**config.mk**
```make
export PLATFORM = sky130hd
export DESIGN_NAME = fixed_addsub_arbiter
export DESIGN_NICKNAME = d
export VERILOG_FILES = /design/src/rtl/fixed_addsub_arbiter.sv
export SDC_FILE = /design/constraint.sdc
export NUM_CORES = 1
export LEC_CHECK = 0
export CAP_MARGIN = 20
export CORE_MARGIN = 2
export CORE_UTILIZATION = 38
export CTS_CLUSTER_SIZE = 40
export DETAILED_ROUTE_END_ITERATION = 10
export PLACE_DENSITY = 0.69
export SYNTH_ARGS = -nofsm -noshare
export SYNTH_HDL_FRONTEND = slang
export SYNTH_SLANG_ARGS = --single-unit
```
**constraint.sdc**
```tcl
create_clock -name clk -period 13.95 [get_ports clk]
set_input_delay 3.4875 -clock clk [delete_from_list [all_inputs] [get_ports clk]]
set_output_delay 3.4875 -clock clk [all_outputs]
set_load 0.03 [all_outputs]
```
**src/rtl/fixed_addsub_arbiter.sv**
```systemverilog
`default_nettype none
// ============================================================================
// Module   : fixed_addsub_arbiter
// Brief    : Two-requester round-robin front end for one shared Q16.16
//            add/subtract unit. It has a registered result slot with a
//            requester ID, a signed-overflow flag, optional saturation and
//            a saturating count of overflows.
// Revision : 1.0 - initial release
// ============================================================================
module fixed_addsub_arbiter #(
    parameter bit SAT = 1'b0
) (
    input  logic        clk,
    input  logic        rst,

    input  logic        req0_valid_i,
    output logic        req0_ready_o,
    input  logic [31:0] req0_a_i,
    input  logic [31:0] req0_b_i,
    input  logic        req0_sub_i,

    input  logic        req1_valid_i,
    output logic        req1_ready_o,
    input  logic [31:0] req1_a_i,
    input  logic [31:0] req1_b_i,
    input  logic        req1_sub_i,

    output logic        rsp_valid_o,
    input  logic        rsp_ready_i,
    output logic        rsp_id_o,
    output logic [31:0] rsp_result_o,
    output logic        rsp_overflow_o,
    output logic [7:0]  ovf_count_o
);

    typedef enum logic [0:0] {
        IDLE = 1'b0,
        HOLD = 1'b1
    } state_t;

    state_t      state_q;
    logic        rr_q;          // 0: req0 wins a tie, 1: req1 wins a tie
    logic        rsp_id_q;
    logic [31:0] rsp_result_q;
    logic        rsp_overflow_q;
    logic [7:0]  ovf_count_q;

    logic        w_slot_free;
    logic        w_gnt0;
    logic        w_gnt1;
    logic        w_accept;
    logic [31:0] w_a;
    logic [31:0] w_b;
    logic        w_sub;
    logic [31:0] w_b_eff;
    logic [31:0] w_raw;
    logic        w_ovf;
    logic [31:0] w_result_d;

    // Grant, handshake and shared-datapath arithmetic for the chosen requester
    always_comb begin
        // A result being drained this cycle frees the slot for a new one
        w_slot_free  = (state_q == IDLE) || rsp_ready_i;
        w_gnt0       = req0_valid_i && (!req1_valid_i || !rr_q);
        w_gnt1       = req1_valid_i && (!req0_valid_i ||  rr_q);
        req0_ready_o = w_gnt0 && w_slot_free && !rst;
        req1_ready_o = w_gnt1 && w_slot_free && !rst;
        w_accept     = req0_ready_o || req1_ready_o;

        w_a   = w_gnt1 ? req1_a_i   : req0_a_i;
        w_b   = w_gnt1 ? req1_b_i   : req0_b_i;
        w_sub = w_gnt1 ? req1_sub_i : req0_sub_i;

        // Two's-complement negate; -0x80000000 wraps back to 0x80000000
        w_b_eff = w_sub ? (32'd0 - w_b) : w_b;
        w_raw   = w_a + w_b_eff;
        w_ovf   = (w_a[31] == w_b_eff[31]) && (w_raw[31] != w_a[31]);

        w_result_d = w_raw;
        if (SAT && w_ovf) begin
            w_result_d = w_a[31] ? 32'h8000_0000 : 32'h7FFF_FFFF;
        end
    end

    // Result slot FSM, round-robin pointer and overflow counter
    always_ff @(posedge clk) begin
        if (rst) begin
            state_q        <= IDLE;
            rr_q           <= 1'b0;
            rsp_id_q       <= 1'b0;
            rsp_result_q   <= 32'd0;
            rsp_overflow_q <= 1'b0;
            ovf_count_q    <= 8'd0;
        end else begin
            if (w_accept) begin
                state_q        <= HOLD;
                rsp_id_q       <= w_gnt1;
                rsp_result_q   <= w_result_d;
                rsp_overflow_q <= w_ovf;
                // Favour the other requester on the next tie
                rr_q           <= !w_gnt1;
                if (w_ovf && (ovf_count_q != 8'hFF)) begin
                    ovf_count_q <= ovf_count_q + 8'd1;
                end
            end else if ((state_q == HOLD) && rsp_ready_i) begin
                state_q <= IDLE;
            end
        end
    end

    assign rsp_valid_o    = (state_q == HOLD);
    assign rsp_id_o       = rsp_id_q;
    assign rsp_result_o   = rsp_result_q;
    assign rsp_overflow_o = rsp_overflow_q;
    assign ovf_count_o    = ovf_count_q;

endmodule
`default_nettype wire
```
== Yosys cells after proc, flatten, opt, wreduce, memory -nomap -nowiden ==
Cells that the tools add are included.

* Bits in registers: 44
* Word-level logic and storage cells: 39
* Output and inout bits: 45
* Input port bits: 135

* Bitwise logic cells: 1
* Equality and inequality tests: 3
* Reductions and logical operators: 20
* Mux-type cells: 6
* Add/sub/neg operators: 3

{| class="wikitable"
|+ Operators by type and width
! cell !! number
|-
| $mux W32 || 3
|-
| $add A32 B32 Y32 || 1
|-
| $sub A1 B32 Y32 const A || 1
|-
| $logic_and A1 B1 Y1 || 9
|-
| $add A8 B1 Y8 const B || 1
|-
| $ne A8 B8 Y1 const B || 1
|-
| $logic_not A1 Y1 || 5
|-
| $logic_or A1 B1 Y1 || 4
|-
| $mux W1 || 3
|-
| $reduce_and A2 Y1 || 1
|-
| $reduce_bool A2 Y1 || 1
|-
| $eq A1 B1 Y1 || 1
|-
| $ne A1 B1 Y1 || 1
|-
| $not A1 Y1 || 1
|}

== Depth between registers and ports, before layout ==
Gate-level depths: netlist of run 1.

* Depth in word-level cells: 11
* Mapped depth: 20

== Worst setup path before layout of run 1 ==
OpenSTA, ideal clock, no wires.

* Path kind: in2out
* Start point: input port req0_valid_i
* End point: output port req1_ready_o
* Arrival: 4449 ps
* Stages on the path: 3
* Slack: 6013 ps
* Required time: 10462 ps
* Cell sequence: and2b_1 nor2_2 and2_0

* Cells in the longest elaborated chain, start to end: 5

{| class="wikitable"
|+ RTL lines
! what !! line !! source
|-
| start: declaration || 16 || <nowiki>input logic req0_valid_i,</nowiki>
|-
| $logic_not A1 Y1 || 65 || <nowiki>w_gnt1 = req1_valid_i && (!req0_valid_i || rr_q);</nowiki>
|-
| $logic_or A1 B1 Y1 || 65 ||
|-
| $logic_and A1 B1 Y1 || 65 ||
|-
| $logic_and A1 B1 Y1 (2 in series) || 67 || <nowiki>req1_ready_o = w_gnt1 && w_slot_free && !rst;</nowiki>
|-
| end: declaration || 23 || <nowiki>output logic req1_ready_o,</nowiki>
|}

No other way between the ends.

== Final worst setup path of run 1 ==
* Start point: input port rst
* End point: output port req1_ready_o

* Cells in the longest elaborated chain, start to end: 2

{| class="wikitable"
|+ RTL lines
! what !! line !! source
|-
| start: declaration || 14 || <nowiki>input logic rst,</nowiki>
|-
| $logic_not A1 Y1 || 67 ||
|-
| $logic_and A1 B1 Y1 || 67 ||
|}

No other way between the ends.

==> summary.md, run 1 <==
| Metric | Value |
|---|---|
| Leakage | `3.08 nW` |
| # diodes | `0` |
| Pin count of the biggest net entering global routing | `55` |
| H-tree depth | `2` |
| CP Max Fanout | `31` |
| Arrival time of the worst setup path | `5.89 ns` |
| #FFs+latches synth | `44` |
| Mapped Nets | `909` |
| CP Launch Point | `rst` |
| Die height | `121 um` |
| Drt pass-1 iters | `5` |
| CTS max path bufs | `2` |
| Total CTS buffers | `5` |
| IO Count | `180` |
| Hold_buf cts | `0` |
| Crit-path cells | `clkdlybuf4s50_1, buf_4, inv_1, and2_1, and2_0, clkdlybuf4s50_1` |
| DRT antenna net count | `0` |
| Final wirelength | `16400 um` |
| Req. time, crit path | `10.46 ns` |
| Yosys warns | `0` |
| Vias in the first global route | `5388` |
| First-pass GRT wire length | `27100 um` |
| CP endpoint kind | `output pin` |
| R2R cell count | `18` |
| Hold Path Origin | `rsp_result_o[15]` |
| Post-synth ARST share | `0%` |
| Synth Cell Area | `5180 um2` |
| Worst path max stage delay | `0.71 ns` |
| Worst-margin pin slew | `0.782 ns` |
| Status | `complete, no violations` |
| DR DRC count | `0` |
| Clock sinks | `44` |
| Crit Path Category | `in -> out` |
| Post-synth EDFFs | `0` |
| CP most frequent cell | `clkdlybuf4s50_1` |
| Most used DFF post-synth | `dfxtp_1` |
| Worst r2r src | `rr_q` |
| CP Launch Type | `input port` |
| Crit-path slowest cell | `clkdlybuf4s50_1` |
| Crit share post-route | `67.2%` |
| Clock skew | `0.00680 ns` |
| Area growth syn-to-layout | `40.8%` |
| Vias per cell | `5.39` |
| Synth unique cells | `65` |
| Sequential share of the synthesized area | `17.0%` |
| Ratio of cells with drive above 1 in the final layout | `3.67%` |
| Slew Limit Fails | `0` |
| Max-cap viol count | `0` |
| Final min period | `9.38 ns` |
| Starting Density | `38.9%` |
| Worst hold path cell count | `2` |
| Initial DRC Count | `408` |
| Die X-Extent | `121 um` |
| RD Place Congestion | `0.935` |
| # setup viols final | `0` |
| CTS Root Cell | `clkbuf_16` |
| Initial antenna violation count | `0` |
| Fillcell total | `1284` |
| CORE AREA | `13300 um2` |
| Mapped Avg Cell Area | `6.98 um2` |
| Setup Buffers After CTS | `0` |
| Area of the die | `14600 um2` |
| Fmax | `0.107 GHz` |
| Sum of negative setup slack | `0 ns` |
| Max IR drop VDD | `0.0503 mV` |
| Hold EP | `rsp_result_o[15]` |
| Worst-Skew Late Latency | `0.28 ns` |
| Drt wl/cell | `15.3 um` |
| Worst-path clk slew | `0.06 ns` |
| Hold WS | `0.452 ns` |
| Worst rel slew slack | `46.4%` |
| Num rows | `42` |
| Vias after detailed routing | `5799` |
| Mapped Cells | `742` |
| Hpwl dp | `13500 um` |
| Post-layout power | `0.745 mW` |
| Post-cts sizing count | `0` |
| Hold crit path type | `reg -> reg` |
| Overflow after GRT | `0` |
| NumNets Final | `1065` |
| Final Hold Viols | `0` |
| GRT Resource Usage Total | `22.6%` |
| RSZ-0062 raised after global routing | `no` |
| FF-to-FF setup slack | `8.48 ns` |
| R2R Path End | `rsp_overflow_o` |
| Port bufs | `179` |
| Pwr per Cell Area | `102 nW/um2` |
| CTS tree | `done` |
==> worst max-delay path: cells and delay by family <==
kind / cells / cell delay [ns]
simple gates: 2 / 0.51
buf+inv: 4 / 1.87
==> area by class of cell <==
cell class,instances,area (um2),share of cell area [%]
Multi-Input combinational cell,654,4140,56.8
Timing Repair Buffer,186,1850,25.3
Sequential cell,44,881,12.1
Tap cell,176,220,3.02
Clock buffer,6,139,1.90
Clock inverter,2,38.8,0.532
Inverter,7,26.3,0.360
==> cell usage after synthesis (9+ instances only) <==
cell type	n	area, um2
nand3_1	34	170
a21oi_1	52	260
a211oi_1	9	67.6
nor3_1	20	100
a31oi_1	15	93.8
xor2_1	25	219
and3_1	9	56.3
a21o_1	18	135
xnor2_1	36	315
clkbuf_1	33	124
o21ai_0	37	185
nor2_1	36	135
nand2_1	185	694
mux2i_1	44	440
dfxtp_1	44	881
ha_1	31	388
==> cells by family after synthesis <==
logic type	count (synthesis)	share of synthesized area, %
compound gates	176	22.3
xor+xnor	63	10.9
mux	48	9.42
buf+inv	44	3.26
flops	44	17.0
simple gates	335	29.2
fa+ha+maj	32	7.88
==> per-layer routing <==
metal	up-vias	global-route usage (%)	share of wire (%)
met1	2592	34.3	50
met5	-	0	0
met4	0	5.01	1.1
met2	232	34.0	42
li1	2964	-	-
met3	11	2.50	6.7
==> report_power, final <==
part           leakage (nW)  switching, mW  internal [mW]  total, mW
logic                  2.63          0.250          0.195      0.446
registers             0.362         0.0145          0.148      0.162
clock network        0.0871         0.0475         0.0896      0.137
==> how the worst max path moves through the flow <==
stage                        end  slack [ns]  depth (start not counted)
finish              req1_ready_o        4.57                          6
global route        req1_ready_o        4.41                          6
CTS                 req1_ready_o        4.58                          6
detailed placement  req1_ready_o        4.58                          6
global placement    req1_ready_o        4.63                          6
floorplan           req1_ready_o        6.01                          3
==> metrics by stage <==
step | utilization (%) | worst slack (ns) | cell area (um2) | cells
finish | 54.8 | 4.57 | 7290 | 1075
floorplan | - | 6.01 | 5180 | 742
CTS | 54.8 | 4.58 | 7280 | 1074
global placement | 53.4 | 4.63 | 7100 | 1066
global route | 54.8 | 4.41 | 7290 | 1075
detailed placement | 53.4 | 4.58 | 7100 | 1066
==> sequential cells by signal, summed over array words and instances (netlist names) <==
register        cells
rsp_result_o       32
rsp_valid_o         1
rr_q                1
rsp_overflow_o      1
ovf_count_o         8
rsp_id_o            1
==> cells in the final DEF (no fill, tap or decap), types with 4 or more instances in the layout <==
master,netlist,final
or3_1,5,5
nand3_1,34,34
nand2_1,185,184
mux2i_1,44,44
ha_1,31,31
xnor2_1,36,36
o21a_1,7,7
o211ai_1,4,4
buf_4,0,6
a21o_1,18,18
a21oi_1,52,52
nor3_1,20,20
inv_1,6,6
dfxtp_1,44,44
nor4_1,6,6
o21ai_0,37,37
nor2b_1,5,5
a211oi_1,9,9
a31oi_1,15,15
nor2_1,36,35
clkbuf_16,0,5
nand4_1,6,6
and2_1,5,5
nand2b_1,4,4
and3_1,9,9
clkdlybuf4s50_1,0,179
xor2_1,25,25
No activity file was read; power rests on OpenSTA's default activity.
==> inputs of run 2 (changes only) <==
--- a/config.mk
+++ b/config.mk
@@ -10,7 +10,7 @@
 export CORE_UTILIZATION = 38
 export CTS_CLUSTER_SIZE = 40
 export DETAILED_ROUTE_END_ITERATION = 10
-export PLACE_DENSITY = 0.69
+export PLACE_DENSITY = 0.72
 export SYNTH_ARGS = -nofsm -noshare
 export SYNTH_HDL_FRONTEND = slang
 export SYNTH_SLANG_ARGS = --single-unit
==> constraint.sdc (replaced) <==
create_clock -name clk -period 8.1 [get_ports clk]
set_input_delay 2.025 -clock clk [delete_from_list [all_inputs] [get_ports clk]]
set_output_delay 2.025 -clock clk [all_outputs]
set_load 0.03 [all_outputs]
==> run 2 against run 1 <==
Against the previous run:
- sequential power increased by 71%
- via count is essentially flat
- setup slack got worse by 3.3 ns
==> summary.md, run 2 (synthesis gave the netlist of run 1 again) <==
| Metric | Value |
|---|---|
| Drt wl/cell | `15.4 um (+0.92%)` |
| Max reg flops | `32 (unchanged)` |
| Total CTS buffers | `5 (unchanged)` |
| # setup viols final | `0 (unchanged)` |
| Area growth syn-to-layout | `40.5%` |
| Overflow after GRT | `0 (unchanged)` |
| Fillcell total | `1294 (+0.78%)` |
| Worst-margin pin slew | `0.721 ns (-0.0616 ns)` |
| CP endpoint kind | `flop` |
| Port bufs | `179 (unchanged)` |
| Max-cap viol count | `0 (unchanged)` |
| Post-cts sizing count | `0 (unchanged)` |
| H-tree depth | `2 (unchanged)` |
| Hold crit path type | `reg -> reg` |
| Int Power | `0.713 mW (+65%)` |
| Max IR drop VDD | `0.0962 mV (+92%)` |
| Fmax | `0.147 GHz` |
| DRT antenna net count | `0 (unchanged)` |
| Die X-Extent | `121 um (unchanged)` |
| Crit share post-route | `84.1%` |
| CP Launch Point | `req1_valid_i` |
| Setup Buffers After CTS | `0 (unchanged)` |
| Worst-Skew Late Latency | `0.28 ns (about the same)` |
| Worst-path clk slew | `0.06 ns (about the same)` |
| Arrival time of the worst setup path | `6.98 ns (+1.09 ns)` |
| Vias after detailed routing | `5797 (-0.034%)` |
| Hpwl dp | `13900 um (+3.0%)` |
| Crit-path cells | `clkdlybuf4s50_1, inv_2, nor2_4, mux2i_1, nand2_1, nor3b_1, nand2_1, nand2_1, xor2_1, ha_1, a21oi_1, inv_1, a221oi_1, o31ai_1, a211o_1, a31oi_1, buf_4, mux2i_1, mux2_1` |
| Clock power frac | `16.1% (-2.3 points)` |
| NumNets Final | `1067 (+0.19%)` |
| Hold Path Origin | `rsp_result_o[13]` |
| Register Area | `881 um2 (unchanged)` |
| Drt pass-1 iters | `4 (-1)` |
| Die height | `121 um (unchanged)` |
| Final wirelength | `16600 um (+1.1%)` |
| CTS tree | `done` |
| Area of the die | `14600 um2 (unchanged)` |
| DR DRC count | `0 (unchanged)` |
| Worst r2r src | `rr_q` |
| CTS max path bufs | `2 (unchanged)` |
| Crit-path slowest cell | `clkdlybuf4s50_1` |
| Worst path max stage delay | `0.60 ns (-0.11 ns)` |
| Vias per cell | `5.38 (-0.22%)` |
| First-pass GRT wire length | `26600 um (-1.9%)` |
| Cell Count Post-Placement | `1069 (+0.28%)` |
| CP Max Fanout | `20 (-35%)` |
| Clock sinks | `44 (unchanged)` |
| # diodes | `0 (unchanged)` |
| P_sw | `0.537 mW (+72%)` |
| CP most frequent cell | `nand2_1` |
| Status | `complete, no violations` |
| CP Launch Type | `input port` |
| Final min period | `6.81 ns` |
| Initial antenna violation count | `0 (unchanged)` |
| Leakage | `3.08 nW (about the same)` |
| IO Count | `180 (unchanged)` |
| Most frequent cells in the layout | `nand2_1, clkdlybuf4s50_1, a21oi_1, mux2i_1, dfxtp_1` |
| CORE AREA | `13300 um2 (unchanged)` |
| CTS Root Cell | `clkbuf_16` |
| Vias in the first global route | `5412 (+0.45%)` |
| Sum of negative setup slack | `0 ns (unchanged)` |
| Worst rel slew slack | `50.6% (+4.2 points)` |
| Pwr per Cell Area | `172 nW/um2 (+68%)` |
| Initial DRC Count | `377 (-7.6%)` |
| Most common cell after layout, fill and taps aside | `nand2_1` |
| RD Place Congestion | `0.909 (-2.8%)` |
| Multi-input logic area | `4140 um2 (unchanged)` |
| RSZ-0062 raised after global routing | `no` |
| Hold_buf cts | `0 (unchanged)` |
| Crit Path Category | `in -> reg` |
| Clock skew | `0.00504 ns (-0.00176 ns)` |
| Post-Layout Cell Count | `1077 (+0.19%)` |
| Pin count of the biggest net entering global routing | `43 (-22%)` |
| Switch share | `43.0% (+1.1 points)` |
| Final Hold Viols | `0 (unchanged)` |
| Slew Limit Fails | `0 (unchanged)` |
| Combinational share of power | `61.8% (+2.0 points)` |
| Req. time, crit path | `8.27 ns (-2.19 ns)` |
| Ratio of cells with drive above 1 in the final layout | `3.88% (+0.21 points)` |
| Hold WS | `0.451 ns (-0.00126 ns)` |
| Num rows | `42 (unchanged)` |
| Starting Density | `38.9% (unchanged)` |
| Flop pwr share | `22.1% (+0.3 points)` |
| GRT Resource Usage Total | `22.4% (-0.18 points)` |
run 2: cell type report:
class | count | share of cell area [%]
clock buffers | 6 | 1.91
clock inverters | 2 | 0.138
inverters | 7 | 0.361
multi-input cells | 654 | 56.9
flip-flops and latches | 44 | 12.1
well taps | 176 | 3.03
repair buffers | 188 | 25.6
run 2: power by group through the flow:
stage / logic (mW) / clock network [mW] / registers (mW)
5_1_grt: 0.841 / 0.216 / 0.283
2_1_floorplan: 0.430 / 0 / 0.351
3_5_place_dp: 0.765 / 0 / 0.283
4_1_cts: 0.768 / 0.204 / 0.278
6_report: 0.772 / 0.201 / 0.277
3_3_place_gp: 0.763 / 0 / 0.282
run 2: layer usage:
layer	up-vias	track usage, %	share of wire (%)
met1	2609	32.5	49
met4	0	4.58	1.2
met3	13	2.36	6.4
met5	-	0	0
li1	2958	-	-
met2	217	35.8	43
run 2: critical path, delay by kind of cell:
family | cells | cell delay [ns]
and+or+nand+nor | 5 | 1.19
muxes | 3 | 1.03
xor gates and xnor gates | 1 | 0.15
AOI/OAI and AO/OA | 5 | 1.28
adders and majority gates | 1 | 0.31
buffers and inverters | 4 | 1.00
run 2: path summary, 6_finish.rpt:
| path | cells past startpoint | end | slack (ns) |
|---|---|---|---|
| worst max-delay path | 19 | ovf_count_o[6] | 1.29 |
| worst max register to register | 18 | ovf_count_o[6] | 3.02 |
| worst min register to register | 2 | rsp_result_o[13] | 0.45 |
| worst min-delay path | 2 | rsp_result_o[13] | 0.45 |
run 2: through the flow:
step                setup slack (ns)  util [%]  power [mW]  cell area, um2
global placement                1.20      53.6        1.04            7120
floorplan                       1.77         -       0.781            5180
CTS                             1.33      54.7        1.25            7270
finish                          1.29      54.7        1.25            7270
detailed placement              1.08      53.6        1.05            7120
global route                   0.799      54.7        1.34            7270
==> inputs of run 3 (changes only) <==
--- a/config.mk
+++ b/config.mk
@@ -10,7 +10,7 @@
 export CORE_UTILIZATION = 38
 export CTS_CLUSTER_SIZE = 40
 export DETAILED_ROUTE_END_ITERATION = 10
-export PLACE_DENSITY = 0.72
+export PLACE_DENSITY = 0.69
 export SYNTH_ARGS = -nofsm -noshare
 export SYNTH_HDL_FRONTEND = slang
 export SYNTH_SLANG_ARGS = --single-unit
==> constraint.sdc (replaced) <==
create_clock -name clk -period 6.5 [get_ports clk]
set_input_delay 1.625 -clock clk [delete_from_list [all_inputs] [get_ports clk]]
set_output_delay 1.625 -clock clk [all_outputs]
set_load 0.03 [all_outputs]
==> run 3 against run 2 <==
Against the previous run:
- sequential cell count stayed put
- final cell count is 0.56% higher
- sequential power is 25% higher
- die area stayed put
- register-to-register slack worse by 1.2 ns
- sequential share of layout area is 0.18 points lower
- first-iteration DRC count is 11% higher
- global-route usage is 0.32 points higher
- routed wire length is 0.17% higher
- clock skew hardly changed
- largest cell class unchanged
- largest power group unchanged
==> summary.md, run 3 (synthesis gave the netlist of run 1 again) <==
| Metric | Value |
|---|---|
| Worst hold path cell count | `2 (unchanged)` |
| Hold Path Origin | `rsp_result_o[14]` |
| CTS Root Cell | `clkbuf_16` |
| Max reg flops | `32 (unchanged)` |
| IO Count | `180 (unchanged)` |
| Req. time, crit path | `6.68 ns (-1.59 ns)` |
| Status | `complete, no violations` |
| CP Launch Point | `req1_valid_i` |
| Max-cap viol count | `0 (unchanged)` |
| Crit-path cells | `clkdlybuf4s50_1, inv_2, nor2_4, mux2i_1, nand2_1, nor3b_1, nand2_1, o41ai_1, xor2_1, ha_1, nand2_1, nor2_1, and4_1, a211o_1, a31oi_1, buf_4, mux2i_1, mux2_1` |
| Leakage | `3.13 nW (+1.8%)` |
| Worst rel slew slack | `47.5% (-3.1 points)` |
| Hpwl dp | `13800 um (about the same)` |
| Vias per cell | `5.34 (-0.76%)` |
| R2R Path End | `ovf_count_o[6]` |
| Overflow after GRT | `0 (unchanged)` |
| CP most frequent cell | `nand2_1` |
| Die height | `121 um (unchanged)` |
| Fillcell total | `1289 (-0.39%)` |
| Most common cell after layout, fill and taps aside | `nand2_1` |
| Initial DRC Count | `420 (+11%)` |
| RSZ-0062 raised after global routing | `no` |
| Sum of negative setup slack | `0 ns (unchanged)` |
| Crit Path Category | `in -> reg` |
| RD Place Congestion | `0.933 (+2.7%)` |
| Final core occ | `55.5% (+0.84 points)` |
| Final wirelength | `16600 um (+0.17%)` |
| GRT Resource Usage Total | `22.7% (+0.32 points)` |
| DRT antenna net count | `0 (unchanged)` |
| Setup Buffers After CTS | `0 (unchanged)` |
| Max IR drop VDD | `0.135 mV (+40%)` |
| Initial antenna violation count | `0 (unchanged)` |
| Worst r2r src | `rr_q` |
| Area of the die | `14600 um2 (unchanged)` |
| Multi-input logic area | `4140 um2 (unchanged)` |
| FF-to-FF setup slack | `1.79 ns (-1.23 ns)` |
| First-pass GRT wire length | `27100 um (+1.9%)` |
| CP endpoint kind | `flop` |
| Ratio of cells with drive above 1 in the final layout | `4.52% (+0.64 points)` |
| Pwr per Cell Area | `227 nW/um2 (+32%)` |
| Hold_buf cts | `0 (unchanged)` |
| Pin count of the biggest net entering global routing | `43 (unchanged)` |
| NumNets Final | `1073 (+0.56%)` |
| CP Launch Type | `input port` |
| Drt wl/cell | `15.4 um (-0.38%)` |
| Most frequent cells in the layout | `nand2_1, clkdlybuf4s50_1, a21oi_1, mux2i_1, dfxtp_1` |
| Worst path max stage delay | `0.60 ns (about the same)` |
| Clock skew | `0.00516 ns (+0.000119 ns)` |
| Die X-Extent | `121 um (unchanged)` |
| CTS tree | `done` |
| H-tree depth | `2 (unchanged)` |
| Worst-path clk slew | `0.06 ns (about the same)` |
| Total CTS buffers | `5 (unchanged)` |
| R2R cell count | `17 (-1)` |
| Arrival time of the worst setup path | `6.23 ns (-0.75 ns)` |
| Register Area | `881 um2 (unchanged)` |
| DR DRC count | `0 (unchanged)` |
| Port bufs | `179 (unchanged)` |
| Hold crit path type | `reg -> reg` |
| Crit share post-route | `93.0%` |
| Post-cts sizing count | `0 (unchanged)` |
| CP Max Fanout | `10 (-50%)` |
| CTS max path bufs | `2 (unchanged)` |
| Fmax | `0.165 GHz` |
| Worst-margin pin slew | `0.766 ns (+0.0449 ns)` |
| Num rows | `42 (unchanged)` |
| Final min period | `6.05 ns` |
| # diodes | `0 (unchanged)` |
| Post-layout power | `1.68 mW (+34%)` |
| Drt pass-1 iters | `5 (+1)` |
| Clock sinks | `44 (unchanged)` |
| Vias after detailed routing | `5785 (-0.21%)` |
| CORE AREA | `13300 um2 (unchanged)` |
| # setup viols final | `0 (unchanged)` |
| Slew Limit Fails | `0 (unchanged)` |
| Hold EP | `rsp_result_o[14]` |
| Final Hold Viols | `0 (unchanged)` |
| Worst-Skew Late Latency | `0.29 ns (about the same)` |
| Crit-path slowest cell | `clkdlybuf4s50_1` |
| Area growth syn-to-layout | `42.6%` |
| Vias in the first global route | `5473 (+1.1%)` |
| Starting Density | `38.9% (unchanged)` |
==> run 3: cell count changes in the layout (fill, tap and decap cells not counted) <==
cell,delta
buf_4,+6
clkbuf_8,-1
clkinv_2,-2
bufinv_16,+3
==> run 3: power by group <==
| part | switching [mW] | total (mW) | leakage, nW | internal (mW) |
|---|---|---|---|---|
| logic | 0.544 | 0.969 | 2.67 | 0.425 |
| clock network | 0.106 | 0.365 | 0.104 | 0.259 |
| registers | 0.0286 | 0.346 | 0.362 | 0.317 |
==> run 3: final cells by class <==
class | instances | share of cell area (%)
Tap cell | 176 | 2.98
Sequential cell | 44 | 11.9
Timing Repair Buffer | 194 | 25.8
Inverter | 7 | 0.356
Multi-Input combinational cell | 654 | 56.0
Clock inverter | 3 | 1.22
Clock buffer | 5 | 1.69
==> run 3: worst max-delay path: cells and delay by family <==
kind | cells | cell delay, ns
AO/OA/AOI/OAI | 3 | 0.95
XOR/XNOR | 1 | 0.20
adder cells (fa/ha/maj) | 1 | 0.36
buffers and inverters | 3 | 0.94
multiplexers | 3 | 0.85
AND/OR/NAND/NOR | 7 | 1.28
==> run 3: through the flow <==
step / worst slack, ns / area (um2) / hold WS (ns) / std cells
after floorplan: 0.572 / 5180 / 0.485 / 742
after detailed placement: 0.243 / 7170 / 0.447 / 1075
after CTS: 0.486 / 7380 / 0.453 / 1083
final: 0.452 / 7380 / 0.450 / 1083
after global routing: 0.0198 / 7380 / 0.475 / 1083
after global placement: 0.339 / 7170 / 0.441 / 1075
==> run 3: layer usage <==
metal,up-vias,wire length [um],part of all wire (%),track usage [%]
li1,2980,-,-,-
met1,2566,8260,50,33.6
met2,220,6910,42,34.7
met3,19,1240,7.5,3.02
met4,0,230,1.4,5.45
met5,-,0,0,0
==> run 3: worst max-delay path by stage <==
stage | endpoint | slack [ns] | cells after the start
after detailed placement | ovf_count_o[3] | 0.24 | 18
final | ovf_count_o[6] | 0.45 | 18
after floorplan | ovf_count_o[3] | 0.57 | 20
after CTS | ovf_count_o[6] | 0.49 | 18
after global placement | rsp_overflow_o | 0.34 | 17
after global routing | ovf_count_o[6] | 0.02 | 19
